==> src/rtl/pulse_burst_ctrl.sv <==
// Programmable pulse-burst scheduler driving the BPSK modulator transmit gate.
// Optional macro PULSE_SYNC_EN adds sync_in and an ARM state that waits for its rising edge.
module pulse_burst_ctrl #(
  parameter int unsigned CNT_W = 16,
  parameter int unsigned NUM_W = 8
) (
  input  logic             clk,
  input  logic             rst,
  input  logic             start,
  input  logic             stop,
  input  logic [CNT_W-1:0] cfg_on,
  input  logic [CNT_W-1:0] cfg_period,
  input  logic [NUM_W-1:0] cfg_num,
`ifdef PULSE_SYNC_EN
  input  logic             sync_in,
`endif
  output logic             busy,
  output logic             gate,
  output logic             pulse_start,
  output logic [NUM_W-1:0] pulse_idx,
  output logic             done,
  output logic             cfg_err
);

  localparam logic [CNT_W-1:0] CntOne = CNT_W'(1);
  localparam logic [NUM_W-1:0] NumOne = NUM_W'(1);

  typedef enum logic [1:0] {StIdle, StArm, StRun, StFinish} state_e;

  state_e           state_q, state_d;
  logic [CNT_W-1:0] phase_q, phase_d;
  logic [CNT_W-1:0] on_q, on_d;
  logic [CNT_W-1:0] period_q, period_d;
  logic [NUM_W-1:0] num_q, num_d;
  logic [NUM_W-1:0] idx_q, idx_d;
  logic             gate_q, gate_d;
  logic             pulse_start_q, pulse_start_d;
  logic             cfg_err_q, cfg_err_d;

  logic             cfg_bad;
  logic             last_phase;
  logic             last_pulse;
  logic [CNT_W-1:0] phase_inc;

`ifdef PULSE_SYNC_EN
  logic sync_q;
  logic sync_rise;

  assign sync_rise = sync_in && !sync_q;
`endif

  always_comb begin
    state_d       = state_q;
    phase_d       = phase_q;
    on_d          = on_q;
    period_d      = period_q;
    num_d         = num_q;
    idx_d         = idx_q;
    gate_d        = 1'b0;
    pulse_start_d = 1'b0;
    cfg_err_d     = 1'b0;

    // on < period is enforced at start, so period-1 and on compares never wrap.
    cfg_bad    = (cfg_on == '0) || (cfg_on >= cfg_period);
    phase_inc  = phase_q + CntOne;
    last_phase = (phase_q == (period_q - CntOne));
    last_pulse = (num_q != '0) && ((idx_q + NumOne) == num_q);

    unique case (state_q)
      StIdle: begin
        if (start && !stop) begin
          on_d     = cfg_on;
          period_d = cfg_period;
          num_d    = cfg_num;
          if (cfg_bad) begin
            cfg_err_d = 1'b1;
          end else begin
            idx_d   = '0;
            phase_d = '0;
`ifdef PULSE_SYNC_EN
            state_d = StArm;
`else
            state_d       = StRun;
            gate_d        = 1'b1;
            pulse_start_d = 1'b1;
`endif
          end
        end
      end
`ifdef PULSE_SYNC_EN
      StArm: begin
        if (stop) begin
          state_d = StIdle;
        end else if (sync_rise) begin
          state_d       = StRun;
          phase_d       = '0;
          gate_d        = 1'b1;
          pulse_start_d = 1'b1;
        end
      end
`endif
      StRun: begin
        if (stop) begin
          state_d = StIdle;
          phase_d = '0;
        end else if (last_phase) begin
          phase_d = '0;
          if (last_pulse) begin
            state_d = StFinish;
          end else begin
            idx_d         = idx_q + NumOne;
            gate_d        = 1'b1;
            pulse_start_d = 1'b1;
          end
        end else begin
          phase_d = phase_inc;
          gate_d  = (phase_inc < on_q);
        end
      end
      StFinish: begin
        state_d = StIdle;
      end
      default: begin
        state_d = StIdle;
      end
    endcase
  end

  always_ff @(posedge clk) begin
    if (!rst) begin
      state_q       <= StIdle;
      phase_q       <= '0;
      on_q          <= '0;
      period_q      <= '0;
      num_q         <= '0;
      idx_q         <= '0;
      gate_q        <= 1'b0;
      pulse_start_q <= 1'b0;
      cfg_err_q     <= 1'b0;
    end else begin
      state_q       <= state_d;
      phase_q       <= phase_d;
      on_q          <= on_d;
      period_q      <= period_d;
      num_q         <= num_d;
      idx_q         <= idx_d;
      gate_q        <= gate_d;
      pulse_start_q <= pulse_start_d;
      cfg_err_q     <= cfg_err_d;
    end
  end

`ifdef PULSE_SYNC_EN
  always_ff @(posedge clk) begin
    if (!rst) begin
      sync_q <= 1'b0;
    end else begin
      sync_q <= sync_in;
    end
  end
`endif

  assign busy        = (state_q == StRun) || (state_q == StArm);
  assign done        = (state_q == StFinish);
  assign gate        = gate_q;
  assign pulse_start = pulse_start_q;
  assign pulse_idx   = idx_q;
  assign cfg_err     = cfg_err_q;

endmodule

==> config.mk <==
export PLATFORM = sky130hd
export DESIGN_NAME = pulse_burst_ctrl
export DESIGN_NICKNAME = d
export VERILOG_FILES = /design/src/rtl/pulse_burst_ctrl.sv
export SDC_FILE = /design/constraint.sdc
export NUM_CORES = 1
export LEC_CHECK = 0
export CAP_MARGIN = 25
export CORE_MARGIN = 2
export CORE_UTILIZATION = 30
export CTS_BUF_LIST = sky130_fd_sc_hd__clkbuf_2
export DETAILED_ROUTE_END_ITERATION = 8
export DONT_BUFFER_PORTS = 1
export GPL_TIMING_DRIVEN = 0
export PLACE_DENSITY = 0.52
export SLEW_MARGIN = 25
export SYNTH_ARGS = -nofsm -noshare
export SYNTH_HDL_FRONTEND = slang
export SYNTH_SLANG_ARGS = --single-unit
==> constraint.sdc <==
create_clock -name clk -period 4.8 [get_ports clk]
set_input_delay 0.96 -clock clk [delete_from_list [all_inputs] [get_ports clk]]
set_output_delay 0.96 -clock clk [all_outputs]
set_load 0.1 [all_outputs]
==> out/metrics.csv <==
stage;metric;value;unit
status;status;completed;
logic_synthesis;Mapped Cells;586;
timing;Max Slew Vio Count;0;
cts;CTS tree;done;
power_and_ir_drop;total power density per cell area;263.2;mW/mm²
timing;final hold violations;0;
routing;# DRC;0;
timing;endpoints failing setup;0;
cts;CTS Buf Count;9;
cts;Clock Latency Late Sink;0.56;ns
routing;drt wl/cell;15.98;µm
setup_path;Largest stage delay, worst path;0.42;ns
power_and_ir_drop;worst vdd ir;0.0001094;V
worst_hold_path;Hold Crit Start;on_q[11]$_SDFFE_PN0P_;
floorplanning;DIE HEIGHT;126.8;µm
place;pre-CTS WS;0.8039;ns
worst_hold_path;worst hold path class;reg2reg;
routing;TritonRoute pass-1 iters;4;
cts;Post-CTS Resized;0;
place;Inst Count DP;770;
cts;post-CTS setup buffer count;0;
setup_path;crit path kind;reg2reg;
routing;Final ANT Viol Nets;0;
timing;Setup TNS;0;ns
timing;Worst-Margin Slew;1.067;ns
logic_synthesis;Synth Area per Inst;7.714;µm²
logic_synthesis;fraction of registers with async set/reset;0;%
setup_path;CP bufs+invs;2;
floorplanning;area of the core;0.01464;mm²
logic_synthesis;number of flops mapped to enable cells by yosys;0;
logic_synthesis;Syn. warnings;0;
routing;DR vias;4129;
routing;vias per cell;5.247;
setup_path;peak fanout along the critical path;10;
setup_path;critical path's slowest cell;or3_1;
routing;Routed WL;12.58;mm
floorplanning;DIE WIDTH;126.8;µm
global_route;vias in the first global route;4076;
floorplanning;Die ar.;0.01607;mm²
setup_path;Critical Path RT;5.26;ns
place;port buffer count;0;
routing;initial drt markers;232;
cells_and_area;ratio of cells with drive above 1 in the final layout;6.811;%
cts;clock sinks;69;
cts;number of H-tree levels;3;
global_route;largest net degree at the start of global routing;14;
place;final RePlAce weighted congestion;0.8111;
setup_path;Critical Path Start;phase_q[2]$_SDFFE_PN0P_;
setup_path;arrival time worst endpoint;4.44;ns
timing;Final WS setup;0.8175;ns
cts;CTS max path bufs;2;
logic_synthesis;synthesis-stage register bit count;69;
timing;final period utilization;82.97;%
cts;Post-CTS Hold Fix Bufs;0;
setup_path;worst-path cell chain;clkbuf_1 -> nand3_1 -> nor2_1 -> and3_1 -> and3_1 -> clkbuf_1 -> nand3_1 -> or3_1 -> nand2_1 -> ha_1 -> a21o_1 -> a21o_1 -> a211oi_1 -> o41ai_1 -> o21bai_1;
setup_path;RR Startpoint;phase_q[2]$_SDFFE_PN0P_;
logic_synthesis;synth unique cells;54;
global_route;grt ovf;0;
setup_path;Worst Setup End Kind;register;
timing;unrepaired setup endpoints after global routing;no;
timing;fmax;251.1;MHz
floorplanning;Cell Rows;44;
timing;relative slew slack;28.77;%
cells_and_area;post-route insts no fill;787;
cells_and_area;Nets;678;
logic_synthesis;Synth Flop Type;dfxtp_1;
setup_path;Top delay family on crit path;simple AND/OR/NAND/NOR gates;
global_route;initial antenna violation count;1;
timing;worst clock skew;0.03091;ns
floorplanning;Initial Utilization;30.87;%
place;dpl hpwl;10.15;mm
logic_synthesis;syn nets;667;
place;Area after DPL;0.004757;mm²
global_route;global-route wire length before repair;20.72;mm
setup_path;Setup crit start kind;register;
power_and_ir_drop;Leak;1.961;nW
timing;Tmin final;3.983;ns
job;MaxCap Viol Count;0;
cells_and_area;P&R area growth vs syn;8.137;%
global_route;gr usage total;16.13;%
cts;Clock Pin Slew Worst Setup and Hold Paths;0.24;ns
floorplanning;I/O pins;57;
cells_and_area;post-route design area;0.004888;mm²
logic_synthesis;sequential share of the synthesized area;30.56;%
cts;Root Driver;clkbuf_2;
logic_synthesis;synthesized area;0.004521;mm²
metal layers:
layer  up-vias  wire [µm]  GRT usage (%)
met1      1950       5904          21.09
li1       2089          -              -
met3        15        547          3.332
met2        75       5818          26.42
met4         0        308          5.753
met5         -          0              0
worst reg2reg max path, stage by stage (launching register included):
cell and delay [ns]:
dfxtp_1 0.36, clkbuf_1 0.34, nand3_1 0.28, nor2_1 0.27, and3_1 0.26, and3_1 0.18, clkbuf_1 0.24, nand3_1 0.21
or3_1 0.42, nand2_1 0.11, ha_1 0.25, a21o_1 0.17, a21o_1 0.17, a211oi_1 0.23, o41ai_1 0.15, o21bai_1 0.24
layout make-up:
| class | instances | area [µm²] |
|---|---|---|
| multi-input combinational | 444 | 2860 |
| inverter | 43 | 161.4 |
| clock inverter | 6 | 71.32 |
| clock buffer | 10 | 50.05 |
| sequential | 69 | 1390 |
| antenna | 1 | 2.502 |
| buffer | 30 | 122.6 |
| tap | 184 | 230.2 |
| fill | 1609 | 9756 |
through the flow:
stage,util (%),power [mW],hold slack [ns]
finish,33.38,1.287,0.4726
global route,33.38,1.362,0.4517
CTS,33.31,1.294,0.4609
detailed placement,32.48,0.9294,0.4508
global placement,32.44,0.9215,0.4472
floorplan,-,0.8619,0.4336
synthesized netlist by cell type, drive strengths merged (3+ instances only):
master | number | area share (%)
clkbuf | 25 | 2.1
dfxtp | 69 | 31
o21bai | 3 | 0.50
or2 | 3 | 0.42
nor2 | 20 | 1.7
inv | 43 | 3.6
o21ai | 33 | 3.7
or4 | 5 | 1.0
nand2b | 8 | 1.1
xnor2 | 27 | 5.2
ha | 37 | 10
a211oi | 7 | 1.2
a22o | 4 | 0.77
buf | 5 | 0.61
o22ai | 6 | 0.83
a2111oi | 3 | 1.4
nand3 | 11 | 1.2
a21o | 8 | 1.3
nand2 | 102 | 8.5
nor3b | 4 | 0.66
and3 | 11 | 1.5
or3 | 4 | 0.55
nor4 | 9 | 1.4
o2111ai | 3 | 0.58
o31ai | 7 | 1.2
xor2 | 17 | 3.3
a21oi | 55 | 6.1
nand4 | 12 | 1.7
a31oi | 7 | 0.97
nor3 | 14 | 1.6
flip-flops by register name (all words and copies together), names as in the netlist:
| signal | count |
|---|---|
| period_q | 16 |
| gate | 1 |
| on_q | 16 |
| pulse_start | 1 |
| cfg_err | 1 |
| state_q | 2 |
| num_q | 8 |
| phase_q | 16 |
| pulse_idx | 8 |
placed cells by master (no fill, tap or decap), types with 3 or more instances in the layout:
master / count
a211oi_1: 7
a21o_1: 8
a21oi_1: 55
a22o_1: 4
a31oi_1: 7
and3_1: 11
buf_1: 3
clkbuf_1: 24
clkbuf_2: 11
dfxtp_1: 62
dfxtp_2: 7
ha_1: 37
inv_1: 43
nand2_1: 102
nand2b_1: 8
nand3_1: 11
nand4_1: 12
nor2_1: 20
nor3_1: 13
nor3b_1: 4
nor4_1: 8
o2111ai_1: 3
o21ai_0: 33
o21bai_1: 3
o22ai_1: 6
o31ai_1: 7
or2_2: 3
or3_1: 4
or4_1: 3
xnor2_1: 27
xor2_1: 17
where the power goes:
group / leakage, nW / switching (mW) / total [mW] / internal [mW]
combinational: 1.33 / 0.179 / 0.286 / 0.107
clock: 0.0687 / 0.243 / 0.368 / 0.125
sequential: 0.564 / 0.0350 / 0.633 / 0.598
worst paths after layout:
check	endpoint	slack, ns	cells after the start
worst min-delay path	on_q[11]$_SDFFE_PN0P_	0.47	2
worst max-delay path	gate$_SDFF_PN0_	0.82	15
worst max register to register	gate$_SDFF_PN0_	0.82	15
worst min register to register	on_q[11]$_SDFFE_PN0P_	0.47	2
logic make-up (layout without fill, tap and decap cells):
family | after synthesis | after routing | share of synthesized area [%]
muxes | 1 | 1 | 0.2491
and+or+nand+nor | 211 | 211 | 22.72
buffers and inverters | 73 | 89 | 6.283
xor gates and xnor gates | 44 | 44 | 8.525
AOI/OAI and AO/OA | 151 | 151 | 21.42
adders and majority gates | 37 | 37 | 10.24
DFF | 69 | 69 | 30.56
other | 0 | 1 | 0
No activity file was read; power rests on OpenSTA's default activity.
==> patch 1 (same flow settings) <==
`on_q` no longer has a reset.
--- a/src/rtl/pulse_burst_ctrl.sv
+++ b/src/rtl/pulse_burst_ctrl.sv
@@ -130,7 +130,6 @@
     if (!rst) begin
       state_q       <= StIdle;
       phase_q       <= '0;
-      on_q          <= '0;
       period_q      <= '0;
       num_q         <= '0;
       idx_q         <= '0;
@@ -140,7 +139,6 @@
     end else begin
       state_q       <= state_d;
       phase_q       <= phase_d;
-      on_q          <= on_d;
       period_q      <= period_d;
       num_q         <= num_d;
       idx_q         <= idx_d;
@@ -148,6 +146,10 @@
       pulse_start_q <= pulse_start_d;
       cfg_err_q     <= cfg_err_d;
     end
+  end
+
+  always_ff @(posedge clk) begin
+    on_q <= on_d;
   end
 
 `ifdef PULSE_SYNC_EN
Function: no difference found for any inputs over 10 cycles, from zero or initial values and one cycle with rst low; that may be too few to reach the edited logic, so the function may still have changed.
==> patch 1 against the original RTL <==
Sequential cell count is the same; worst setup slack gained 0.23 ns; area after synthesis rose by 5.6%; routed wire length grew 5.6%; power is 8.1% higher; count of clock-buffer cells in the layout fell by 1; cell area is 6.7% higher; die area rose by 5.4%; synthesized cell count shrank 1.0%; critical path type unchanged; largest power group unchanged.
==> patch 1: results (changes against the original RTL) <==
Placed design
  – RD Place Congestion: 0.781 (-3.8%)
  – DPL Wire Length: 10.3 mm (+1.7%)
  – Placement Cell Area: 0.00505 mm² (+6.2%)
  – Setup Slack @ Placement: 1.02 ns (+0.214 ns)
  – Placed Cells: 796 (+3.4%)

Finish
  – ClkCell Share: 3.05% (+0.56 points)
  – Non-clk invs: 41 (-4.7%)
  – NumNets Final: 672 (-0.88%)
  – FF+latch count: 69 (unchanged)
  – Comb_multi_in: 437 (-1.6%)
  – Data buffer area share: 2.64% (+0.13 points)
  – Clock Buffer Count: 9 (-1)
  – Filler instances: 1,667 (+3.6%)
  – Layout cells sized above 1: 6.71% (-0.099 points)
  – Layout area overhead: 9.25%
  – Number of signal-net buffers in the layout: 33 (+10%)
  – Register area: 0.00155 mm² (+12%)

Route
  – Per-cell routed wire length: 16.3 µm (+2.2%)
  – Initial detailed-routing violation count: 255 (+9.9%)
  – Via density: 5.21 (-0.64%)
  – First-pass DRT Iterations: 5 (+1)
  – Vias post-DR: 4,238 (+2.6%)

Power
  – Static leakage: 2.13 nW (+8.8%)
  – P_int: 947 µW (+14%)

Critical path
  – Max incr delay on CP: 1.01 ns (+0.59 ns)
  – Crit-path max FO: 9 (-1)
  – Slowest cell on crit path: dfxtp_1
  – Arr. time, crit path: 4.22 ns (-0.22 ns)

Timing
  – Worst-Margin Slew: 0.982 ns (-0.0846 ns)

Global route
  – Vias in the first global route: 4,144 (+1.7%)
  – GRT Resource Usage Total: 16.2% (+0.082 points)

Synthesis
  – Seq/Total Area, Yosys: 32.3% (+1.7 points)
  – Commonest cells post-synth: nand2_1 (76), dfxtp_1 (53), inv_1 (40)
  – Synth Net Count: 661 (-0.90%)
  – Post-synth EDFFs: 16 (+16)

CTS
  – Reg clk slew, reported paths: 0.21 ns (-0.03 ns)
  – Clk_lat worst skew: 0.52 ns (-0.04 ns)

Status
  – Status: finished clean
==> patch 1: cell count changes after synthesis, sizes merged, moves of 6 or more <==
| cell | unedited run | this run |
|---|---|---|
| xnor2 | 27 | 21 |
| a21boi | 2 | 28 |
| nor2b | 0 | 13 |
| edfxtp | 0 | 16 |
| nand3 | 11 | 30 |
| a21oi | 55 | 14 |
| o21ai | 33 | 21 |
| nor2 | 20 | 31 |
| dfxtp | 69 | 53 |
| a22o | 4 | 14 |
| nand2 | 102 | 76 |
| o211ai | 2 | 10 |
==> patch 1: kinds of logic after synthesis <==
kind of cell    after synthesis  synth area share, %
fa+ha+maj                    37                 9.70
buf+inv                      74                 6.08
xor+xnor                     43                 7.89
compound gates              132                 20.0
flops                        69                 32.3
simple gates                225                 24.1
==> patch 1: final timing paths <==
path,cells after the start,slack (ns),start,to
max,11,1.04,pulse_idx[2],pulse_idx[2]
min,2,0.51,num_q[1],num_q[1]
max reg2reg,11,1.04,pulse_idx[2],pulse_idx[2]
min reg2reg,2,0.51,num_q[1],num_q[1]
==> patch 1: metal layers <==
layer	wire length (µm)	share of wire, %	GRT usage [%]
met4	410	3.1	7.59
met5	0	0	0
met2	6350	48	26.8
met3	743	5.6	3.65
met1	5780	44	20.0
==> patch 1: power by group through the flow <==
| stage | clock network [mW] | registers (mW) | logic, mW |
|---|---|---|---|
| after floorplan | 0 | 0.659 | 0.224 |
| after global placement | 0 | 0.665 | 0.279 |
| after detailed placement | 0 | 0.666 | 0.288 |
| after CTS | 0.464 | 0.653 | 0.290 |
| after global routing | 0.483 | 0.657 | 0.329 |
| final | 0.447 | 0.653 | 0.291 |
==> patch 2 (same settings) <==
Made on the original files. The parameter `NUM_W` goes from 8 to 12.
--- a/src/rtl/pulse_burst_ctrl.sv
+++ b/src/rtl/pulse_burst_ctrl.sv
@@ -2,7 +2,7 @@
 // Optional macro PULSE_SYNC_EN adds sync_in and an ARM state that waits for its rising edge.
 module pulse_burst_ctrl #(
   parameter int unsigned CNT_W = 16,
-  parameter int unsigned NUM_W = 8
+  parameter int unsigned NUM_W = 12
 ) (
   input  logic             clk,
   input  logic             rst,
Ports: changed (resized cfg_num and pulse_idx); port bits go from 57 to 65. The function was not compared with the original's and may differ.
==> patch 2 against the original RTL <==
Cell area up 16%; area after synthesis up 16%; largest cell class unchanged; worst setup slack worse by 0.20 ns; routed wire length up 25%; non-clock buffer count up 10; sequential cell count up 8; first-iteration DRC count up 60%; critical endpoint unchanged; sequential power up 11%; utilization down 0.49 points; power up 9.1%; worst hold slack worse by 0.0056 ns; clock skew up 0.0064 ns; global-route usage up 1.7 points.
==> patch 2: results (changes against the original RTL) <==
Status
  – Status: finished clean

Placed design
  – RD Place Congestion: 0.842 (+3.8%)
  – Placement Cell Area: 0.00555 mm² (+17%)

Global route
  – Largest net degree at the start of global routing: 12 (-2)
  – Met3 Use GR: 3.28% (-0.051 points)
  – GRT Resource Usage Total: 17.8% (+1.7 points)
  – Met1 Use GR: 25.2% (+4.1 points)
  – M2 GR Usage: 27.4% (+0.99 points)
  – Vias in the first global route: 4,633 (+14%)

CTS
  – Sink Count: 77 (+12%)
  – Reg clk slew, reported paths: 0.22 ns (-0.02 ns)

Finish
  – Data buffer area share: 2.92% (+0.42 points)
  – Multi-input combinational area share: 59.2% (+0.67 points)
  – ClkCell Share: 1.66% (-0.82 points)
  – Layout cells sized above 1: 5.82% (-1.0 points)
  – Non-clk invs: 56 (+30%)
  – NumNets Final: 787 (+16%)
  – Number of signal-net buffers in the layout: 40 (+33%)
  – Register area: 0.00155 mm² (+12%)
  – Filler instances: 1,920 (+19%)
  – Clock Buffer Count: 11 (+1)

Route
  – Initial detailed-routing violation count: 371 (+60%)
  – First-pass DRT Iterations: 5 (+1)
  – WL met3: 799 µm (+46%)
  – M1 WL: 7.62 mm (+29%)
  – WL met2: 7.08 mm (+22%)
  – Vias post-DR: 4,879 (+18%)
  – Per-cell routed wire length: 16.9 µm (+5.7%)

Power
  – Switching Fraction: 35.2% (-0.31 points)
  – Static leakage: 2.07 nW (+5.6%)
  – Flip-flop and latch power: 702 µW (+11%)
  – VDD IR max: 0.130 mV (+19%)

Synthesis
  – Synth unique cells: 70 (+30%)
  – Commonest cells post-synth: nand2_1 (126), dfxtp_1 (77), a21oi_1 (74)
  – XOR/XNOR share of the synthesized area: 7.94% (-0.58 points)
  – Synth Net Count: 775 (+16%)
  – Cells taking the most area after synthesis: dfxtp_1 (29%), nand2_1 (9.0%), ha_1 (8.8%), a21oi_1 (7.1%), inv_1 (4.0%)
  – Post-Synth Adder-Cell Area: 8.82% (-1.4 points)
  – Seq/Total Area, Yosys: 29.4% (-1.2 points)
  – Mux contribution to synthesized area: 0.787% (+0.54 points)

Critical path
  – Slowest cell on crit path: a2111oi_0
  – Arr. time, crit path: 4.67 ns (+0.23 ns)
  – Max incr delay on CP: 0.63 ns (+0.21 ns)

Floorplan
  – Core ar.: 0.0172 mm² (+17%)

Min path
  – Hold Path Sink: on_q[4]

Timing
  – WHS: 0.467 ns (-0.00558 ns)
==> patch 2: kinds of logic (layout without fill, tap and decap cells) <==
| logic type | after synthesis | after routing |
|---|---|---|
| fa+ha+maj | 37 | 37 |
| buf+inv | 95 | 110 |
| mux | 4 | 4 |
| xor+xnor | 46 | 46 |
| compound gates | 167 | 167 |
| simple gates | 264 | 264 |
| other cells | 0 | 2 |
| flops | 77 | 77 |
==> patch 2: stage by stage <==
| step | instances | power, mW | worst slack, ns | utilization [%] |
|---|---|---|---|---|
| floorplan | 690 | 0.973 | 0.998 | - |
| global placement | 915 | 1.06 | 0.427 | 32.2 |
| detailed placement | 916 | 1.06 | 0.698 | 32.3 |
| CTS | 930 | 1.42 | 0.643 | 32.9 |
| global route | 932 | 1.49 | 0.355 | 32.9 |
| finish | 932 | 1.40 | 0.616 | 32.9 |
